File: config.mk
export PLATFORM = sky130hd
export DESIGN_NAME = uart_receiver
export DESIGN_NICKNAME = d
export VERILOG_FILES = /design/src/rtl/uart_pkg.sv /design/src/rtl/bit_synchronizer.sv /design/src/rtl/uart_receiver.sv
export SDC_FILE = /design/constraint.sdc
export NUM_CORES = 1
export LEC_CHECK = 0
export CORE_MARGIN = 2
export CORE_UTILIZATION = 50
export CTS_CLUSTER_DIAMETER = 50
export DETAILED_ROUTE_END_ITERATION = 7
export PLACE_DENSITY = 0.74
export SYNTH_ARGS = -nofsm -noshare
export SYNTH_HDL_FRONTEND = slang
export SYNTH_SLANG_ARGS = --single-unit
File: constraint.sdc
create_clock -name clk -period 1.7 [get_ports clk]
set_input_delay 0.17 -clock clk [delete_from_list [all_inputs] [get_ports clk]]
set_output_delay 0.17 -clock clk [all_outputs]
set_load 0.03 [all_outputs]
File: src/rtl/uart_pkg.sv
// ============================================================================
// uart_pkg : shared receiver state encoding, default frame parameters, voter.
// Rev 1.0
// ============================================================================
`default_nettype none

package uart_pkg;

  localparam int C_OVERSAMPLE = 16;
  localparam int C_DATA_BITS  = 8;

  typedef enum logic [2:0] {
    ST_IDLE   = 3'd0,
    ST_START  = 3'd1,
    ST_DATA   = 3'd2,
`ifdef UART_RX_PARITY_EN
    ST_PARITY = 3'd3,
`endif
    ST_STOP   = 3'd4
  } rx_state_e;

  function automatic logic maj3(input logic a, input logic b, input logic c);
    return (a & b) | (a & c) | (b & c);
  endfunction

endpackage

`default_nettype wire

File: src/rtl/bit_synchronizer.sv
// ============================================================================
// bit_synchronizer : two-flop synchronizer with a configurable reset value.
// Rev 1.0
// ============================================================================
`default_nettype none

module bit_synchronizer #(
  parameter logic RESET_VAL = 1'b0
) (
  input  logic clk,
  input  logic rst,
  input  logic d,
  output logic q
);

  logic r_meta;
  logic r_sync;

  always_ff @(posedge clk or negedge rst) begin
    if (!rst) begin
      r_meta <= RESET_VAL;
      r_sync <= RESET_VAL;
    end else begin
      r_meta <= d;
      r_sync <= r_meta;
    end
  end

  assign q = r_sync;

endmodule

`default_nettype wire

File: src/rtl/uart_receiver.sv
// ============================================================================
// uart_receiver : oversampled UART receiver with 3-sample majority voting.
// Optional even parity bit when UART_RX_PARITY_EN is defined.  Rev 1.0
// ============================================================================
`default_nettype none

module uart_receiver
  import uart_pkg::*;
#(
  parameter int OVERSAMPLE = C_OVERSAMPLE,
  parameter int DATA_BITS  = C_DATA_BITS
) (
  input  logic                 clk,
  input  logic                 rst,
  input  logic                 sample_trigger,
  input  logic                 rx,
  output logic [DATA_BITS-1:0] data,
  output logic                 data_valid,
  output logic                 framing_error
`ifdef UART_RX_PARITY_EN
  ,
  output logic                 parity_error
`endif
);

  localparam int c_cnt_w = $clog2(OVERSAMPLE);
  localparam int c_idx_w = $clog2(DATA_BITS);

  localparam logic [c_cnt_w-1:0] c_cnt_last = c_cnt_w'(OVERSAMPLE - 1);
  localparam logic [c_cnt_w-1:0] c_vote0    = c_cnt_w'(OVERSAMPLE / 2 - 1);
  localparam logic [c_cnt_w-1:0] c_vote1    = c_cnt_w'(OVERSAMPLE / 2);
  localparam logic [c_cnt_w-1:0] c_vote2    = c_cnt_w'(OVERSAMPLE / 2 + 1);
  localparam logic [c_idx_w-1:0] c_idx_last = c_idx_w'(DATA_BITS - 1);

  logic                 w_rx;
  logic                 w_vote;
  logic                 w_vote_pt;
  logic                 w_cnt_last;
  logic [c_cnt_w-1:0]   w_cnt_next;

  rx_state_e            r_state;
  logic [c_cnt_w-1:0]   r_cnt;
  logic [c_idx_w-1:0]   r_bit_idx;
  logic                 r_s0;
  logic                 r_s1;
  logic [DATA_BITS-1:0] r_shift;
  logic                 r_break;
`ifdef UART_RX_PARITY_EN
  logic                 r_par;
  logic                 r_par_err;
`endif

  bit_synchronizer #(
    .RESET_VAL (1'b1)
  ) u_sync (
    .clk (clk),
    .rst (rst),
    .d   (rx),
    .q   (w_rx)
  );

  assign w_vote     = maj3(r_s0, r_s1, w_rx);
  assign w_vote_pt  = (r_cnt == c_vote2);
  assign w_cnt_last = (r_cnt == c_cnt_last);
  assign w_cnt_next = w_cnt_last ? '0 : r_cnt + c_cnt_w'(1);

  always_ff @(posedge clk or negedge rst) begin
    if (!rst) begin
      r_state       <= ST_IDLE;
      r_cnt         <= '0;
      r_bit_idx     <= '0;
      r_s0          <= 1'b1;
      r_s1          <= 1'b1;
      r_shift       <= '0;
      r_break       <= 1'b0;
      data          <= '0;
      data_valid    <= 1'b0;
      framing_error <= 1'b0;
`ifdef UART_RX_PARITY_EN
      r_par         <= 1'b0;
      r_par_err     <= 1'b0;
      parity_error  <= 1'b0;
`endif
    end else begin
      data_valid    <= 1'b0;
      framing_error <= 1'b0;
`ifdef UART_RX_PARITY_EN
      parity_error  <= 1'b0;
`endif
      if (sample_trigger) begin
        if (r_cnt == c_vote0) r_s0 <= w_rx;
        if (r_cnt == c_vote1) r_s1 <= w_rx;
        case (r_state)
          ST_IDLE: begin
            r_cnt <= '0;
            // After a framing error the line must return high before re-arming,
            // so a held break reports only once.
            if (w_rx) begin
              r_break <= 1'b0;
            end else if (!r_break) begin
              r_state   <= ST_START;
              r_bit_idx <= '0;
`ifdef UART_RX_PARITY_EN
              r_par     <= 1'b0;
`endif
            end
          end
          ST_START: begin
            r_cnt <= w_cnt_next;
            if (w_vote_pt && w_vote) begin
              r_state <= ST_IDLE;
              r_cnt   <= '0;
            end else if (w_cnt_last) begin
              r_state <= ST_DATA;
            end
          end
          ST_DATA: begin
            r_cnt <= w_cnt_next;
            if (w_vote_pt) begin
              r_shift <= {w_vote, r_shift[DATA_BITS-1:1]};
`ifdef UART_RX_PARITY_EN
              r_par   <= r_par ^ w_vote;
`endif
            end
            if (w_cnt_last) begin
              if (r_bit_idx == c_idx_last) begin
                r_bit_idx <= '0;
`ifdef UART_RX_PARITY_EN
                r_state   <= ST_PARITY;
`else
                r_state   <= ST_STOP;
`endif
              end else begin
                r_bit_idx <= r_bit_idx + c_idx_w'(1);
              end
            end
          end
`ifdef UART_RX_PARITY_EN
          ST_PARITY: begin
            r_cnt <= w_cnt_next;
            if (w_vote_pt) r_par_err <= r_par ^ w_vote;
            if (w_cnt_last) r_state <= ST_STOP;
          end
`endif
          ST_STOP: begin
            r_cnt <= w_cnt_next;
            if (w_vote_pt) begin
              r_state <= ST_IDLE;
              r_cnt   <= '0;
              if (w_vote) begin
                data         <= r_shift;
                data_valid   <= 1'b1;
`ifdef UART_RX_PARITY_EN
                parity_error <= r_par_err;
`endif
              end else begin
                framing_error <= 1'b1;
                r_break       <= 1'b1;
              end
            end
          end
          default: begin
            r_state <= ST_IDLE;
            r_cnt   <= '0;
          end
        endcase
      end
    end
  end

endmodule

`default_nettype wire
* Yosys cells after proc, flatten, opt, wreduce, memory -nomap -nowiden
Cells that the tools add are included.
** Operators by class
- Equality and inequality tests :: 16
- Reductions and logical operators :: 11
- Add/subtract/negate cells :: 2
- Bitwise logic cells :: 5
- Muxes and demuxes :: 29
** Operator list (count)
- 2-to-1 mux 3 bit :: 11
- == test 4 bit, second input constant :: 3
- 2-to-1 mux 4 bit :: 3
- != test 2 bit, second input constant :: 6
- case mux 3 bit (4 select lines) :: 1
- case mux 4 bit (3 select lines) :: 1
- 2-to-1 mux 1 bit :: 11
- AND reduction 5 bit :: 2
- AND reduction 7 bit :: 1
- == test 3 bit, second input constant :: 2
- case mux 3 bit (2 select lines) :: 1
- adder 4 x 1 -> 4 bit, second input constant :: 1
- == test 4 x 3 -> 1 bit, second input constant :: 1
- AND reduction 2 bit :: 2
- AND reduction 4 bit :: 1
- nonzero test 2 bit :: 2
- adder 3 x 1 -> 3 bit, second input constant :: 1
- bitwise AND 1 bit :: 3
- == test 3 x 1 -> 1 bit, second input constant :: 1
- == test 3 x 2 -> 1 bit, second input constant :: 1
- zero test 3 bit :: 1
- != test 3 bit, second input constant :: 1
- AND reduction 3 bit :: 1
- != test 2 x 1 -> 1 bit, second input constant :: 1
- 3 further kinds :: 4
** Word-level totals
- Bits in registers :: 33
- Word-level logic and storage cells :: 75
- Input port bits :: 4

* Logic depth before layout (Yosys ltp)
Gate-level depths: netlist (run 1).
- Depth after elaboration :: 7
- Depth in mapped cells :: 6
- Mapped depth without buffers :: 6

* Hierarchy
A second synthesis (run 1) with hierarchy kept.
** Unflattened totals
- Cell total of the unflattened synthesis :: 123
- Area total of the unflattened synthesis :: 1580.3 um^2
** Modules (own cells, without submodules)
- uart_receiver :: instances 1, seq. area each 778.2 um^2, area each 1527.7 um^2, cells each 121
- bit_synchronizer :: instances 1, seq. area each 52.6 um^2, area each 52.6 um^2, cells each 2

* Worst setup path before layout (run 1)
OpenSTA, ideal clock, no wires.
- Path type :: register -> register
- Start point :: register r_cnt[1]
- End point :: register r_state[0]
- Arrival :: 1757 ps
- Slack :: -185 ps
- Library setup time :: 128 ps
- Data required time :: 1572 ps
- Stages on the path, launching flop included :: 7
- Period minus slack after synthesis :: 1885 ps
- Path through :: dfrtp_1 inv_1 ha_1 and3b_2 and3b_1 a2111oi_4 mux2_1
** Between the ends
- Word-level cells in the longest chain between the ends :: 4
- Elaborated cells on any way between the ends :: 9
- Classes of those cells :: 5 x eq/ne; 2 x mux; 2 x reduce/logical
** Ends and longest elaborated chain
- from (decl) :: RTL line uart_receiver.sv:42 : logic [c_cnt_w-1:0] r_cnt;
- from (signal assigned) :: RTL line uart_receiver.sv:109 : r_cnt <= w_cnt_next;
- from (signal assigned) :: RTL line uart_receiver.sv:118 : r_cnt <= w_cnt_next;
- from (signal assigned) :: RTL line uart_receiver.sv:146 : r_cnt <= w_cnt_next;
- == test 4 bit :: RTL line uart_receiver.sv:63 : assign w_vote_pt = (r_cnt == c_vote2);
- logical AND 1 bit :: RTL line uart_receiver.sv:110 : if (w_vote_pt && w_vote) begin
- != test 3 bit (no source line) or 2-to-1 mux 3 bit (tied branches)
- AND reduction 7 bit (no source line) or case mux 3 bit (4 select lines) (tied branches)
- to (signal assigned) :: RTL line uart_receiver.sv:69 : r_state <= ST_IDLE;
- to (signal assigned) :: RTL line uart_receiver.sv:111 : r_state <= ST_IDLE;
- to (signal assigned) :: RTL line uart_receiver.sv:114 : r_state <= ST_DATA;
- to (decl) :: RTL line uart_receiver.sv:41 : rx_state_e r_state;
Several ways; a longest one is shown, not always the timed one.
A chain may end at the register's enable or synchronous reset.

* Final worst setup path (run 1)
- Start point :: register r_cnt[1]
- End point :: register r_state[2]
Same word-level chain as after synthesis.

==> impl_metrics.toml, run 1 <==
[run_status]
outcome = "finished with violations"
failed_checks = "setup timing"

[sta]
worst_slack_ns = -0.108
timing.final.crit_share = 1.06
report.final.slew_viol_count = 0
achievable-frequency_ghz = 0.553
final.hold.worst_slack_ns = 0.232
timing_worst_slew_pin_value_ns = 0.451
skew_ns = 0.00827
report.final.setup_viol = 4
period_minus_slack_ns = 1.81
max_slew_margin = 0.696
timing.final.hold_violations = 0
grt_setup_unrepaired = "yes"

[logic_synthesis]
syn_area_per_cell_um2 = 12.6
synth_sequential_area_ratio = 0.547
synth.cells.most_frequent = "sky130_fd_sc_hd__dfrtp_1, sky130_fd_sc_hd__mux2_2, sky130_fd_sc_hd__nand2_1"
synth.distinct_cells = 38
yosysTopAreaCellShare = 0.478
number_of_flops_mapped_to_enable_cells_by_yosys = 0
synth_top_area_cell = "sky130_fd_sc_hd__dfrtp_1"
ys_top_cells_by_area = "sky130_fd_sc_hd__dfrtp_1, sky130_fd_sc_hd__mux2_2, sky130_fd_sc_hd__dfstp_2"
cell_with_the_most_instances_after_synthesis = "sky130_fd_sc_hd__dfrtp_1"
yosys_register_bits = 33
synthCells = 121
synthArstFlopShare = 1.00
count_of_synthesis_stage_warnings_from_yosys = 0
synth_ff_type = "sky130_fd_sc_hd__dfrtp_1"
synthesis.area_um2 = 1520
synth_nets = 130

[power_and_ir_drop]
share_comb_of_total_power = 0.304
p_leak_nw = 1.00
p_int_mw = 1.59
clock_power_share = 0.269
power_density_nw_per_um2 = 1120
p_switching_uw = 677
finalPower_mw = 2.26
switching_share = 0.299
power.sequential.fraction = 0.427
vdd_drop_max_mv = 0.857

[die]
die-height_um = 59.1
core_area_um2 = 2830
dieArea_um2 = 3490
starting_density = 0.537
die-width_um = 59.1
rows = 19
ios = 14

[placement]
place.detailed.instances = 181
globalplace.congestion = 0.954
detailed_place.area_um2 = 1850
preCtsSetupSlack_ns = -0.0881
dpl.hpwl_um = 2210
placement.io_buffers = 13

[route]
detailroute.via_count = 1085
detail_route.vias_per_cell = 5.65
number_of_search_and_repair_iterations_in_the_first_detailed_routing_pass = 4
total_detailed_routing_wirelength_um = 3150
ant_nets = 0
post-route-drc-count = 0
avgRoutedWirePerCell_um = 16.4
initialDrtViolationCount = 51

[cts]
clock_tree.root_cell = "sky130_fd_sc_hd__clkbuf_4"
clock_insertion_delay_at_the_later_pin_of_the_skew_report_ns = 0.33
clkTransAtPathRegs_ns = 0.10
cts.path.max_buffers = 2
tritoncts.num_buffers = 5
h-tree-depth = 2
clock_sinks = 33
cts_tree = "done"
cts_hold_buffers = 0

[global_routing]
grt_antenna_before_repair = 0
grt_util_met2 = 0.321
grt_pass1_wl_um = 5040
grt_remaining_overflow = 0
grt_pass1_vias = 1115
groute.layer.met3.usage = 0.0546
grt_util_met1 = 0.233
groute.usage.overall = 0.195
pin_count_of_the_biggest_net_entering_global_routing = 34
gr-max-usage-layer = "met2"

[worst_setup_path]
worstSetupPathType = "reg2reg"
critical_path.endpoint_type = "register"
arrival_ns = 2.02
critPathRequiredTime_ns = 1.92
timing.critical_path.from_type = "register"
worstPathMaxFanout = 3

[final_layout]
layout-drive-gt1-share = 0.404
insertedDiodeCount = 0
post-route-cell-area_um2 = 2020
non_filler_instance_count_after_layout = 192
final_net_count = 169
area_delta_synth_final_pct = 32.7

[run]
drv.max_cap_violation_count = 0

[min_path]
holdCritPathClass = "in2async"
[logic make-up (layout without fill, tap and decap cells)]
| logic type | after synthesis | count (layout) | share of synthesized area |
|---|---|---|---|
| AND/OR/NAND/NOR | 31 | 32 | 0.110 |
| buffers and inverters | 10 | 49 | 0.0272 |
| multiplexers | 21 | 21 | 0.155 |
| flip-flops | 33 | 33 | 0.547 |
| XOR/XNOR | 1 | 1 | 0.00577 |
| adder cells (fa/ha/maj) | 6 | 6 | 0.0478 |
| AO/OA/AOI/OAI | 19 | 19 | 0.108 |
[layout by cell type, fill, tap and decap left out, types with 2 or more instances in the layout]
master / instances
sky130_fd_sc_hd__nor2b_1: 2
sky130_fd_sc_hd__nor2_1: 4
sky130_fd_sc_hd__nand2_4: 2
sky130_fd_sc_hd__inv_1: 5
sky130_fd_sc_hd__nand2_1: 9
sky130_fd_sc_hd__nand3b_1: 2
sky130_fd_sc_hd__clkbuf_4: 5
sky130_fd_sc_hd__a2111oi_4: 2
sky130_fd_sc_hd__clkdlybuf4s50_1: 13
sky130_fd_sc_hd__o22ai_1: 2
sky130_fd_sc_hd__a21oi_1: 3
sky130_fd_sc_hd__o21ai_0: 2
sky130_fd_sc_hd__ha_1: 4
sky130_fd_sc_hd__dfstp_2: 4
sky130_fd_sc_hd__mux2_4: 4
sky130_fd_sc_hd__buf_4: 21
sky130_fd_sc_hd__and3b_2: 2
sky130_fd_sc_hd__dfrtp_1: 29
sky130_fd_sc_hd__mux2_2: 12
sky130_fd_sc_hd__mux2_1: 4
sky130_fd_sc_hd__nand3_1: 3
[per-stage QoR]
stage / utilization / setup TNS, ns
floorplan: - / -0.141
global placement: 0.655 / -0.128
detailed placement: 0.655 / -0.579
CTS: 0.700 / -0.235
global route: 0.713 / -1.10
finish: 0.713 / -0.259
[final timing paths]
kind | slack (ns) | cells past startpoint | endpoint | startpoint
max | -0.11 | 6 | r_state[2] | r_cnt[1]
min | 0.23 | 2 | r_bit_idx[0] | rst
max reg2reg | -0.11 | 6 | r_state[2] | r_cnt[1]
min reg2reg | 0.36 | 0 | u_sync.q | u_sync.r_meta
max in group asynchronous | 1.12 | 2 | u_sync.q | rst
min in group clk | 0.24 | 1 | u_sync.r_meta | rx
[per-layer routing]
metal	share of wire	vias up	routed length, um
met5	0	-	0
met1	0.44	544	1400
li1	-	517	-
met3	0.025	9	78
met4	0.024	0	77
met2	0.51	15	1600
[power by group through the flow]
stage / logic, mW / clock network, mW / registers [mW]
2_1_floorplan: 0.310 / 0 / 0.984
3_3_place_gp: 0.574 / 0 / 0.964
3_5_place_dp: 0.609 / 0 / 0.970
4_1_cts: 0.658 / 0.624 / 0.961
5_1_grt: 0.743 / 0.654 / 0.979
6_report: 0.688 / 0.610 / 0.965
[repair_timing]
| item | 4_1_cts | 5_1_grt |
|---|---|---|
| pin swaps | 1 | 0 |
| gates cloned | 0 | 1 |
| hold endpoints to repair | 0 | 0 |
| resized for setup | 5 | 9 |
| setup endpoints to repair | 13 | 26 |
| setup buffers | 2 | 0 |
[flip-flops by register name, indices dropped and copies added (netlist names)]
register and cells:
data 8, r_break 1, u_sync.r_meta 1, data_valid 1, r_cnt 4, r_s0 1
r_s1 1, r_shift 8, r_bit_idx 3, u_sync.q 1, framing_error 1, r_state 3
[cell type report]
| class | count | area [um^2] |
|---|---|---|
| clock buffers | 7 | 55.1 |
| clock inverters | 1 | 30.0 |
| fillers | 197 | 813 |
| inverters | 6 | 22.5 |
| multi-input cells | 79 | 731 |
| flip-flops and latches | 33 | 831 |
| well taps | 31 | 38.8 |
| repair buffers | 35 | 308 |
[worst max-delay path, cell delays in order (launching register included)]
cell and delay, ns:
sky130_fd_sc_hd__dfrtp_1 0.40, sky130_fd_sc_hd__inv_2 0.08, sky130_fd_sc_hd__ha_4 0.11, sky130_fd_sc_hd__and3b_2 0.19, sky130_fd_sc_hd__and3b_2 0.23, sky130_fd_sc_hd__a2111oi_4 0.30
sky130_fd_sc_hd__mux2_1 0.38
Note: power is estimated with default switching activity, not from simulation.
==> run 2: changes to the inputs <==
- CORE_ASPECT_RATIO: unset -> 1.4
==> run 2 against run 1 <==
Effect of this change:
- the flow still finishes with violations (setup timing)
- via count decreased by 0.46%
- power grew 5.7%
- utilization is 0.92 points higher
- fmax is 1.6% lower
- sequential power up 2%
- final area rose by 3.0%
- clock power rose by 3.9%
- die area up 0.18%
- final cell count grew 3.6%
- critical path type unchanged
- critical endpoint unchanged
==> impl_metrics.toml, run 2 (synthesized netlist as in run 1, its figures left out) <==
[die]
die-width_um = 50.6
ios = 14
die-height_um = 69.2
rows = 23
dieArea_um2 = 3500
starting_density = 0.528
core_area_um2 = 2880

[final_layout]
final_net_count = 170
layout-drive-gt1-share = 0.438
top_flop_regs = "data (8), r_shift (8), r_cnt (4)"
insertedDiodeCount = 0
mostFrequentLayoutCell = "sky130_fd_sc_hd__dfrtp_1"
mostFrequentLayoutCells = "sky130_fd_sc_hd__dfrtp_1, sky130_fd_sc_hd__buf_4, sky130_fd_sc_hd__clkdlybuf4s50_1"
post-route-cell-area_um2 = 2080
area_delta_synth_final_pct = 36.7
finalCoreUtilization = 0.722

[global_routing]
pin_count_of_the_biggest_net_entering_global_routing = 34
grt_remaining_overflow = 0
grt_pass1_vias = 1175
grt_pass1_wl_um = 5140
groute.usage.overall = 0.200
grt_antenna_before_repair = 0

[worst_setup_path]
cp_slowest_stage_delay_ns = 0.41
arrival_ns = 2.00
critical_path.slowest_cell = "sky130_fd_sc_hd__dfrtp_1"
cp.buffers_inverters = 1
reg2reg_from = "r_cnt[1]"
critical_path_most_common_cell = "sky130_fd_sc_hd__and3b_2"
crit_family = "simple AND/OR/NAND/NOR gates"
timing.critical_path.from_type = "register"
cp-startpoint = "r_cnt[1]"
worstPathMaxFanout = 3
worstPathCellList = "inv_2 > ha_4 > and3b_2 > and3b_2 > a2111oi_4 > mux2_1"
critical_path.endpoint_type = "register"
critPathRequiredTime_ns = 1.86
worstSetupPathType = "reg2reg"

[cts]
clock_tree.root_cell = "sky130_fd_sc_hd__clkbuf_8"
cts_tree = "done"
h-tree-depth = 2
clock_insertion_delay_at_the_later_pin_of_the_skew_report_ns = 0.28
cts.path.max_buffers = 2
clkTransAtPathRegs_ns = 0.06
clock_sinks = 33
tritoncts.num_buffers = 5

[sta]
timing_worst_slew_pin_value_ns = 0.434
timing.final.crit_share = 1.08
max_slew_margin = 0.708
setup_total_negative_slack_ns = -1.17
achievable-frequency_ghz = 0.544
report.final.slew_viol_count = 0
period_minus_slack_ns = 1.84
skew_ns = 0.00363
report.final.setup_viol = 20
timing.final.hold_violations = 0
final.hold.worst_slack_ns = 0.282
grt_setup_unrepaired = "yes"
worst_slack_ns = -0.137

[min_path]
holdCritPathClass = "in2async"

[route]
detail_route.vias_per_cell = 5.43
total_detailed_routing_wirelength_um = 3180
initialDrtViolationCount = 23
detailroute.via_count = 1080
avgRoutedWirePerCell_um = 16.0
ant_nets = 0
post-route-drc-count = 0
number_of_search_and_repair_iterations_in_the_first_detailed_routing_pass = 4

[power_and_ir_drop]
vdd_drop_max_mv = 0.787
share_comb_of_total_power = 0.324
power.sequential.fraction = 0.411
p_int_mw = 1.65
power_density_nw_per_um2 = 1150
switching_share = 0.308
clock_power_share = 0.265
p_leak_nw = 1.01
p_switching_uw = 738

[run]
drv.max_cap_violation_count = 0

[placement]
preCtsSetupSlack_ns = -0.131
globalplace.congestion = 0.845
placement.io_buffers = 13
dpl.hpwl_um = 2010
detailed_place.area_um2 = 1830

[run_status]
outcome = "finished with violations"
failed_checks = "setup timing"
[run 2: cell types whose count changed in the layout (fill, tap and decap cells not counted), sizes merged]
cell    delta
buf        +1
clkinv     +1
bufinv     -1
[run 2: worst paths after layout]
path / to / slack [ns] / depth (start not counted)
worst min register to register: u_sync.q / 0.35 / 0
worst max-delay path: r_state[2] / -0.14 / 6
worst min-delay path: framing_error / 0.28 / 2
worst max register to register: r_state[2] / -0.14 / 6
max in group asynchronous: u_sync.r_meta / 1.10 / 2
min in group clk: u_sync.r_meta / 0.30 / 1
[run 2: layout make-up]
cell class                 count  area (um^2)
clock buffer                   7         96.3
clock inverter                 1         5.00
fill                         195          801
inverter                       6         22.5
multi-input combinational     79          768
sequential                    33          832
tap                           37         46.3
timing repair buffer          36          307
[run 2: layer usage]
metal  vias up  track usage  part of all wire
met5         -            0                 0
met4         0        0.132             0.030
met3         9       0.0496             0.028
met2        19        0.335              0.53
met1       534        0.219              0.41
li1        518            -                 -
[run 2: power by group through the flow]
stage	registers (mW)	logic, mW	clock network, mW
finish	0.984	0.774	0.634
CTS	0.969	0.674	0.652
global route	0.989	0.848	0.688
floorplan	0.984	0.310	0
detailed placement	0.973	0.593	0
global placement	0.969	0.573	0
[run 2: repair_timing]
item | 4_1_cts | 5_1_grt
pin swaps | 0 | 1
setup endpoints to repair | 18 | 26
buffers inserted | 4 | 2
hold endpoints to repair | 0 | 0
gates cloned | 0 | 1
hold buffers | 0 | 0
resized for setup | 6 | 16
[run 2: stage by stage]
stage          power (mW)  instances
6_report             2.39        199
5_1_grt              2.52        199
4_1_cts              2.29        197
3_5_place_dp         1.57        185
3_3_place_gp         1.54        185
2_1_floorplan        1.29        121
==> run 3: changes to the inputs <==
- HOLD_SLACK_MARGIN: unset -> 0.15
- PLACE_DENSITY: 0.74 -> 0.7
==> run 3 against run 2 <==
Effect of this change:
- sequential cell count unchanged
- die area unchanged
- utilization fell by 2.9 points
- combinational power fell by 13%
- highest routed layer unchanged
- critical path depth unchanged
- sequential power is 2% lower
- hold slack gained 0.011 ns
- the run still ends with setup timing left
- clock-buffer cell count grew 1
- first-iteration DRC count is 22% lower
==> impl_metrics.toml, run 3 (synthesized netlist as in run 1, its figures left out) <==
[die]
die-height_um = 69.2
rows = 23
ios = 14
die-width_um = 50.6
core_area_um2 = 2880
starting_density = 0.528
dieArea_um2 = 3500

[sta]
timing_worst_slew_pin_value_ns = 0.436
report.final.setup_viol = 6
setup_total_negative_slack_ns = -0.344
timing.final.crit_share = 1.07
achievable-frequency_ghz = 0.551
report.final.slew_viol_count = 0
max_slew_margin = 0.706
timing.final.hold_violations = 0
worst_slack_ns = -0.116
grt_setup_unrepaired = "yes"
skew_ns = 0.00684
period_minus_slack_ns = 1.82

[worst_setup_path]
arrival_ns = 1.97
timing.critical_path.from_type = "register"
critPathRequiredTime_ns = 1.86
worstPathMaxFanout = 3
ff2ff_path_depth = 6
critical_path.endpoint_type = "register"
worstSetupPathType = "reg2reg"

[power_and_ir_drop]
power_density_nw_per_um2 = 1120
p_int_mw = 1.56
p_leak_nw = 0.987
finalPower_mw = 2.22
power.sequential.fraction = 0.435
switching_share = 0.299
p_switching_uw = 665
share_comb_of_total_power = 0.301
clock_power_share = 0.264
vdd_drop_max_mv = 0.957

[run_status]
outcome = "finished with violations"
failed_checks = "setup timing"

[route]
total_detailed_routing_wirelength_um = 3180
number_of_search_and_repair_iterations_in_the_first_detailed_routing_pass = 4
initialDrtViolationCount = 18
avgRoutedWirePerCell_um = 16.3
detail_route.vias_per_cell = 5.45
ant_nets = 0
post-route-drc-count = 0
detailroute.via_count = 1063

[global_routing]
pin_count_of_the_biggest_net_entering_global_routing = 34
groute.layer.met3.usage = 0.0409
grt_util_met2 = 0.344
grt_pass1_vias = 1156
grt_antenna_before_repair = 0
groute.usage.overall = 0.203
grt_util_met1 = 0.232
grt_pass1_wl_um = 5220
gr-max-usage-layer = "met2"
grt_remaining_overflow = 0

[cts]
clock_insertion_delay_at_the_later_pin_of_the_skew_report_ns = 0.28
cts.path.max_buffers = 2
tritoncts.num_buffers = 5
clkTransAtPathRegs_ns = 0.07
h-tree-depth = 2
clock_sinks = 33
cts_hold_buffers = 0
cts_tree = "done"
clock_tree.root_cell = "sky130_fd_sc_hd__clkbuf_8"

[final_layout]
mostFrequentLayoutCell = "sky130_fd_sc_hd__dfrtp_1"
top_flop_regs = "data (8), r_shift (8), r_cnt (4)"
insertedDiodeCount = 0
final_net_count = 166
layout-drive-gt1-share = 0.367
mostFrequentLayoutCells = "sky130_fd_sc_hd__dfrtp_1, sky130_fd_sc_hd__buf_4, sky130_fd_sc_hd__clkdlybuf4s50_1"
area_delta_synth_final_pct = 31.3

[min_path]
holdCritPathClass = "in2async"

[run]
drv.max_cap_violation_count = 0

[placement]
placement.io_buffers = 13
dpl.hpwl_um = 2120
globalplace.congestion = 0.824
[run 3: cell count changes in the layout (fill, tap and decap cells not counted), sizes merged]
cell	change
clkinv	-1
clkbuf	+1
buf	-4
[run 3: final timing paths]
path | endpoint | startpoint | slack [ns]
setup / recovery | r_state[1] | r_cnt[1] | -0.12
min in group clk | u_sync.r_meta | rx | 0.31
max in group asynchronous | u_sync.r_meta | rst | 1.09
setup reg to reg | r_state[1] | r_cnt[1] | -0.12
hold reg to reg | u_sync.q | u_sync.r_meta | 0.35
hold / removal | framing_error | rst | 0.29
[run 3: power by group through the flow]
stage	clock network, mW	logic, mW	registers, mW
after global placement	0	0.547	0.973
after detailed placement	0	0.572	0.979
after CTS	0.610	0.617	0.963
final	0.587	0.670	0.967
after floorplan	0	0.310	0.984
after global routing	0.637	0.744	0.977
[run 3: per-stage QoR]
stage | setup slack [ns] | utilization | cell area (um^2) | std cells | hold slack (ns)
3_3_place_gp | -0.0360 | 0.634 | 1830 | 184 | 0.345
2_1_floorplan | -0.0447 | - | 1540 | 121 | -0.126
6_report | -0.116 | 0.693 | 1990 | 195 | 0.292
3_5_place_dp | -0.110 | 0.634 | 1830 | 184 | 0.351
4_1_cts | -0.0892 | 0.676 | 1940 | 194 | 0.304
5_1_grt | -0.217 | 0.693 | 1990 | 195 | 0.307
[run 3: repair_timing]
item / 4_1_cts / 5_1_grt
cloned: 0 / 1
endpoints found under the setup margin: 20 / 25
pin swaps: 0 / 3
gates resized for setup: 3 / 13
setup buffers: 2 / 2
[run 3: critical path: stages, from the launching register on]
cell                        delay, ns
sky130_fd_sc_hd__dfrtp_1         0.41
sky130_fd_sc_hd__inv_2           0.07
sky130_fd_sc_hd__ha_1            0.12
sky130_fd_sc_hd__and3b_2         0.19
sky130_fd_sc_hd__and3b_2         0.24
sky130_fd_sc_hd__a2111oi_4       0.29
sky130_fd_sc_hd__mux2_1          0.37
[run 3: area by class of cell]
class | instances | area (um^2)
inverter | 6 | 22.5
fill | 213 | 883
tap | 37 | 46.3
clock buffer | 8 | 90.1
multi-input combinational | 79 | 732
sequential | 33 | 831
timing repair buffer | 32 | 273
[run 3: routing by layer]
layer / part of all wire / vias up
met5: 0 / -
met4: 0.023 / 0
met3: 0.020 / 5
met2: 0.55 / 17
met1: 0.41 / 530
li1: - / 511
